File: src/rtl/ssp_rx_logic.sv
// Receive side of the TI synchronous-serial port: samples SSPRXD on falling
// SSPCLKIN edges seen in the PCLK domain and writes completed words to the RX FIFO.
module ssp_rx_logic #(
  parameter int unsigned DATA_WIDTH = 8
) (
  input  logic                  PCLK,
  input  logic                  reset,
  input  logic                  SSPCLKIN,
  input  logic                  SSPFSSIN,
  input  logic                  SSPRXD,
  input  logic                  RxFull,
  output logic [DATA_WIDTH-1:0] RxData,
  output logic                  RxWrite,
  output logic                  RxOverrun,
  output logic                  RxBusy
);

  localparam int unsigned CNT_W = $clog2(DATA_WIDTH);
  localparam logic [CNT_W-1:0] LAST_BIT = CNT_W'(DATA_WIDTH - 1);

  generate
    if (DATA_WIDTH < 4 || DATA_WIDTH > 16) begin : g_bad_width
      $error("ssp_rx_logic: DATA_WIDTH must be within 4..16");
    end
  endgenerate

  typedef enum logic {
    IDLE = 1'b0,
    RECV = 1'b1
  } state_e;

  state_e                  state_q,      state_d;
  logic [CNT_W-1:0]        bit_cnt_q,    bit_cnt_d;
  logic [DATA_WIDTH-1:0]   shreg_q,      shreg_d;
  logic [DATA_WIDTH-1:0]   rx_data_q,    rx_data_d;
  logic                    clkin_q,      clkin_d;
  logic                    rx_write_q,   rx_write_d;
  logic                    rx_overrun_q, rx_overrun_d;
  logic                    rx_busy_q,    rx_busy_d;

  logic                    fall;
  logic [DATA_WIDTH-1:0]   word;

  // Falling SSPCLKIN edge and the word as it would look after this bit shifts in
  always_comb begin
    fall = clkin_q & ~SSPCLKIN;
    word = {shreg_q[DATA_WIDTH-2:0], SSPRXD};
  end

  always_comb begin
    state_d      = state_q;
    bit_cnt_d    = bit_cnt_q;
    shreg_d      = shreg_q;
    rx_data_d    = rx_data_q;
    clkin_d      = SSPCLKIN;
    rx_write_d   = 1'b0;
    rx_overrun_d = 1'b0;

    if (fall) begin
      case (state_q)
        IDLE: begin
          if (SSPFSSIN) begin
            state_d   = RECV;
            bit_cnt_d = '0;
            shreg_d   = '0;
          end
        end
        RECV: begin
          shreg_d   = word;
          bit_cnt_d = bit_cnt_q + CNT_W'(1);
          if (bit_cnt_q == LAST_BIT) begin
            // FSS seen on the last bit starts the next frame without an idle edge
            bit_cnt_d = '0;
            shreg_d   = '0;
            state_d   = SSPFSSIN ? RECV : IDLE;
            if (RxFull) begin
              rx_overrun_d = 1'b1;
            end else begin
              rx_write_d = 1'b1;
              rx_data_d  = word;
            end
          end
        end
        default: begin
          state_d = IDLE;
        end
      endcase
    end

    rx_busy_d = (state_d == RECV);
  end

  always_ff @(posedge PCLK) begin
    if (reset) begin
      state_q      <= IDLE;
      bit_cnt_q    <= '0;
      shreg_q      <= '0;
      rx_data_q    <= '0;
      clkin_q      <= 1'b0;
      rx_write_q   <= 1'b0;
      rx_overrun_q <= 1'b0;
      rx_busy_q    <= 1'b0;
    end else begin
      state_q      <= state_d;
      bit_cnt_q    <= bit_cnt_d;
      shreg_q      <= shreg_d;
      rx_data_q    <= rx_data_d;
      clkin_q      <= clkin_d;
      rx_write_q   <= rx_write_d;
      rx_overrun_q <= rx_overrun_d;
      rx_busy_q    <= rx_busy_d;
    end
  end

  assign RxData    = rx_data_q;
  assign RxWrite   = rx_write_q;
  assign RxOverrun = rx_overrun_q;
  assign RxBusy    = rx_busy_q;

endmodule

File: config.mk
export PLATFORM = sky130hd
export DESIGN_NAME = ssp_rx_logic
export DESIGN_NICKNAME = d
export VERILOG_FILES = /design/src/rtl/ssp_rx_logic.sv
export SDC_FILE = /design/constraint.sdc
export NUM_CORES = 1
export LEC_CHECK = 0
export ABC_CLOCK_PERIOD_IN_PS = 1300
export CAP_MARGIN = 20
export CORE_MARGIN = 5
export CORE_UTILIZATION = 44
export CTS_CLUSTER_SIZE = 20
export DETAILED_ROUTE_END_ITERATION = 6
export GPL_TIMING_DRIVEN = 0
export PLACE_DENSITY = 0.75
export SLEW_MARGIN = 20
export SYNTH_ARGS = -nofsm -noshare
export SYNTH_HDL_FRONTEND = slang
export SYNTH_SLANG_ARGS = --single-unit
File: constraint.sdc
create_clock -name PCLK -period 1.3 [get_ports PCLK]
set_input_delay 0.13 -clock PCLK [delete_from_list [all_inputs] [get_ports PCLK]]
set_output_delay 0.13 -clock PCLK [all_outputs]
set_load 0.01 [all_outputs]
Word level (Yosys, flattened, before mapping)
Cells that the tools add are included.
{"block": "totals", "word_cells": 30, "mem_count": 0, "input_bits": 6, "latch_bits": 0, "mem_bits_rw": 0, "regBits": 22, "romBits": 0}
{"block": "op_classes", "div_mod_pow": 0, "addsub": 1, "reduce_logical": 3, "magnitude_cmp": 0, "eq_ne": 2, "multipliers": 0, "n_bitwise": 6, "shift": 0, "muxes": 11}
{"operator": "$mux 7", "count": 2}
{"operator": "$pmux 7 s2", "count": 1}
{"operator": "$mux 3", "count": 2}
{"operator": "$pmux 3 s2", "count": 1}
{"operator": "$not 1->1", "count": 5}
{"operator": "$mux 1", "count": 4}
{"operator": "$reduce_and 4->1", "count": 1}
{"operator": "$reduce_or 4->1", "count": 1}
{"operator": "$add 3x1->3 const B", "count": 1}
{"operator": "$eq 3x3->1 const B", "count": 1}
{"operator": "$ne 2x2->1 const B", "count": 1}
{"operator": "$pmux 1 s2", "count": 1}
{"operator": "$reduce_and 2->1", "count": 1}
{"operator": "$and 1x1->1", "count": 1}

Logic depth before layout (Yosys ltp)
{"block": "logic_depth", "depth_word": 4, "ltp_mapped": 5, "depth_no_buf": 5}

Worst setup path before layout
No wires, ideal clock.
{"block": "synth_timing", "kind": "reg2reg", "from": "reg bit_cnt_q[0]", "to": "reg bit_cnt_q[0]", "setup_ps": 70, "slack_ps": -78, "synth_period_minus_slack_ps": 1378, "path_buffers": 0, "t_required_ps": 1230, "arrival_ps": 1308, "stages_incl_launch_ff": 5, "path_cell_list": "dfxtp_1 > ha_1 > ha_1 > or4b_1 > a21oi_1"}
{"block": "synth_between", "elab_chain_len": 3, "elab_cells_between_ends": 4, "cone_classes": "1 x add/sub; 1 x eq/ne; 2 x mux"}
{"item": "start, declared", "line_no": "33", "source": "logic [CNT_W-1:0] bit_cnt_q, bit_cnt_d;"}
{"item": "start signal, assigned", "line_no": "105", "source": "bit_cnt_q <= bit_cnt_d;"}
{"item": "$add 3x1->3 or $eq 3x3->1 (tied branches)", "line_no": "70, 71"}
{"item": "$mux 3 *", "line_no": "71", "source": "if (bit_cnt_q == LAST_BIT) begin"}
{"item": "$pmux 3 s2 *", "line_no": "60", "source": "case (state_q)"}
Every way passes the cells marked *; elsewhere a longest branch is shown, timed or not.
A chain may end at the register's enable or synchronous reset.

Worst setup path in the final report
Same ends and word-level chain as after synthesis.

==> flow_summary.ini <==
[layout]
finalNetCount = 115
layout-drive-gt1-share_pct = 15.2
nFillCells = 189
antenna_cells = 0
area_growth_pct = 31.4
instances_no_fill = 132

[routing]
route.vias.total = 659
routed_wirelength_um = 1780
dr.pass1.iters = 4
drcViolationCount = 0
antenna_left = 0
avgRoutedWirePerCell_um = 13.5
routed_via_density = 4.99
drtIter0Drc = 6

[sta]
setup_ws_ns = -0.0444
slew_headroom_pct = 70.7
fin_crit_sh_pct = 103
tns_ns = -0.0444
worst_pin_slew_ns = 0.437
skew_ns = 0.00764
rsz0062_at_grt = true
timing.fmax_mhz = 744
setup_viol = 1
finalHoldViolCount = 0
slew_violations = 0
whs_ns = 0.408
finalCriticalPeriod_ns = 1.34

[logic_synthesis]
yosysWarnings = 0
synthTopCellsByCount = dfxtp_1 (22), nand2b_1 (16), mux2i_1 (8)
ys_ff_latch = 22
syn_nets = 92
synthDistinctLibCells = 19
synth_cells = 83
synthSimpleGateAreaFrac_pct = 24.9
yosysMostFrequentCell = dfxtp_1
synth-compound-area-share_pct = 9.64
ys_top_cells_by_area = dfxtp_1 (51%), nand2b_1 (12%), mux2i_1 (9.2%), o22ai_1 (5.0%), ha_1 (4.3%)
synth_xor_xnor_area_share_pct = 0
async_reset_ff_share_pct = 0
synth.avg_cell_area_um2 = 10.5
synth_top_flop_cell = dfxtp_1
synth_top_family_by_area = simple AND/OR/NAND/NOR gates
synth.area.mux_share_pct = 9.21
synth_fa_ha_area_share_pct = 4.32
synth_top_cell_by_area = dfxtp_1
ys_seq_area_share_pct = 50.6
synth.top_cell.area_share_pct = 50.6
syn-cell-area_um2 = 870
synth_edf_count = 0

[setup_path]
cp_num_buf_inv = 0
crit_required_ns = 1.55
path_max_fanout = 4
reg2reg_from = bit_cnt_q[0]
critPathArrivalTime_ns = 1.60
critPathSlowestCell = or4b_1
cpPeakStageDelay_ns = 0.46
worstPathCellList = ha_4 -> ha_4 -> or4b_1 -> a21oi_1
crit_top_cell = ha_4
path_delay_family = simple AND/OR/NAND/NOR gates
startpoint_type = flop
crit_type = reg2reg
crit_start = bit_cnt_q[0]
cp-end-kind = flop

[die]
die_height_um = 54.5
fp.dieArea_um2 = 2970
start_util_pct = 45.2
pin_count = 17
coreArea_um2 = 1920
fp.dieW_um = 54.5
rows = 16

[placed_design]
dp_slack_ns = -0.303
hpwl_um = 1210
io_buffer_count = 16
dp.cells = 126
gp_congestion = 0.776

[status]
outcome = complete, but fails checks
violations = negative setup slack

[global_route]
gr-total-overflow = 0
grt_max_degree = 13
grt_pass1_wl_um = 2970
grt_usage_pct = 14.1
grt_pass1_vias = 645
antenna_found_initial = 0

[hold_path]
hold_start = SSPFSSIN
hold_path_class = in2reg

[flow_run]
cap_violations = 0

[clock_tree]
path_clk_slew_ns = 0.13
cts_sinks = 22
ctsHoldBuffers = 0
cts_tree = built
clockBufferDepth = 2
cts-root-buf = clkbuf_4
cts_max_level = 1
numCtsBuffers = 3
clk_latency_ns = 0.31

[power_and_ir_drop]
peakVddDrop_mv = 0.692
p_per_area_nw_per_um2 = 978
power.leakage_uw = 0.000483
kinds of logic (layout without fill, tap and decap cells):
| group | count (synthesis) | count (layout) |
|---|---|---|
| AND/OR/NAND/NOR | 32 | 32 |
| flip-flops | 22 | 22 |
| AO/OA/AOI/OAI | 15 | 15 |
| multiplexers | 8 | 8 |
| adder cells (fa/ha/maj) | 3 | 3 |
| buffers and inverters | 3 | 25 |
worst min-delay path: cells and delay by family:
kind	cells	cell delay (ns)
simple gates	1	0.09
buf+inv	1	0.42
compound gates	1	0.06
stage by stage:
step,power (µW),cell area [µm²],util [%]
floorplan,723,885,-
global placement,751,1080,56.1
detailed placement,751,1080,56.1
CTS,1130,1140,59.2
global route,1160,1140,59.4
finish,1120,1140,59.4
registers in the layout, indices dropped and copies added (netlist names):
| register | flops |
|---|---|
| RxBusy | 1 |
| RxData | 8 |
| RxOverrun | 1 |
| RxWrite | 1 |
| bit_cnt_q | 3 |
| clkin_q | 1 |
| shreg_q | 7 |
cells in the final DEF, fill, tap and decap left out, drive strengths merged, types with 4 or more instances in the layout:
master | netlist | final
dfxtp | 22 | 22
nand2b | 17 | 17
dlygate4sd2 | 0 | 10
mux2i | 8 | 8
o22ai | 7 | 7
clkbuf | 2 | 6
clkdlybuf4s50 | 0 | 5
o21ai | 4 | 4
a21oi | 4 | 4
nand2 | 4 | 4
cell type report:
cell class                 count  area [µm²]  share of cell area, %
buffer                         2        7.51                  0.657
inverter                       1        3.75                  0.329
sequential                    22         447                   39.1
multi-input combinational     58         445                   39.0
timing repair buffer          18         169                   14.8
clock buffer                   4        36.3                   3.18
tap                           27        33.8                   2.96
path summary, 6_finish.rpt:
| check | cells after the start | end | slack, ns |
|---|---|---|---|
| min | 3 | RxBusy | 0.41 |
| max | 4 | bit_cnt_q[0] | -0.04 |
| min reg2reg | 2 | RxData[1] | 0.48 |
| max reg2reg | 4 | bit_cnt_q[0] | -0.04 |
where the power goes:
part	switching, µW	internal, µW
clock network	211	171
logic	23.5	30.6
registers	4.51	676
repair_timing:
action	4_1_cts	5_1_grt
resized for setup	16	2
setup buffers	2	0
setup endpoints to repair	16	9
pin swaps	1	1
routing by layer:
layer,GRT usage [%],wire length (µm)
met3,2.45,54
met1,17.6,829
met5,0,0
met4,7.47,26
met2,22.9,867
(Power assumes the default switching activity.)
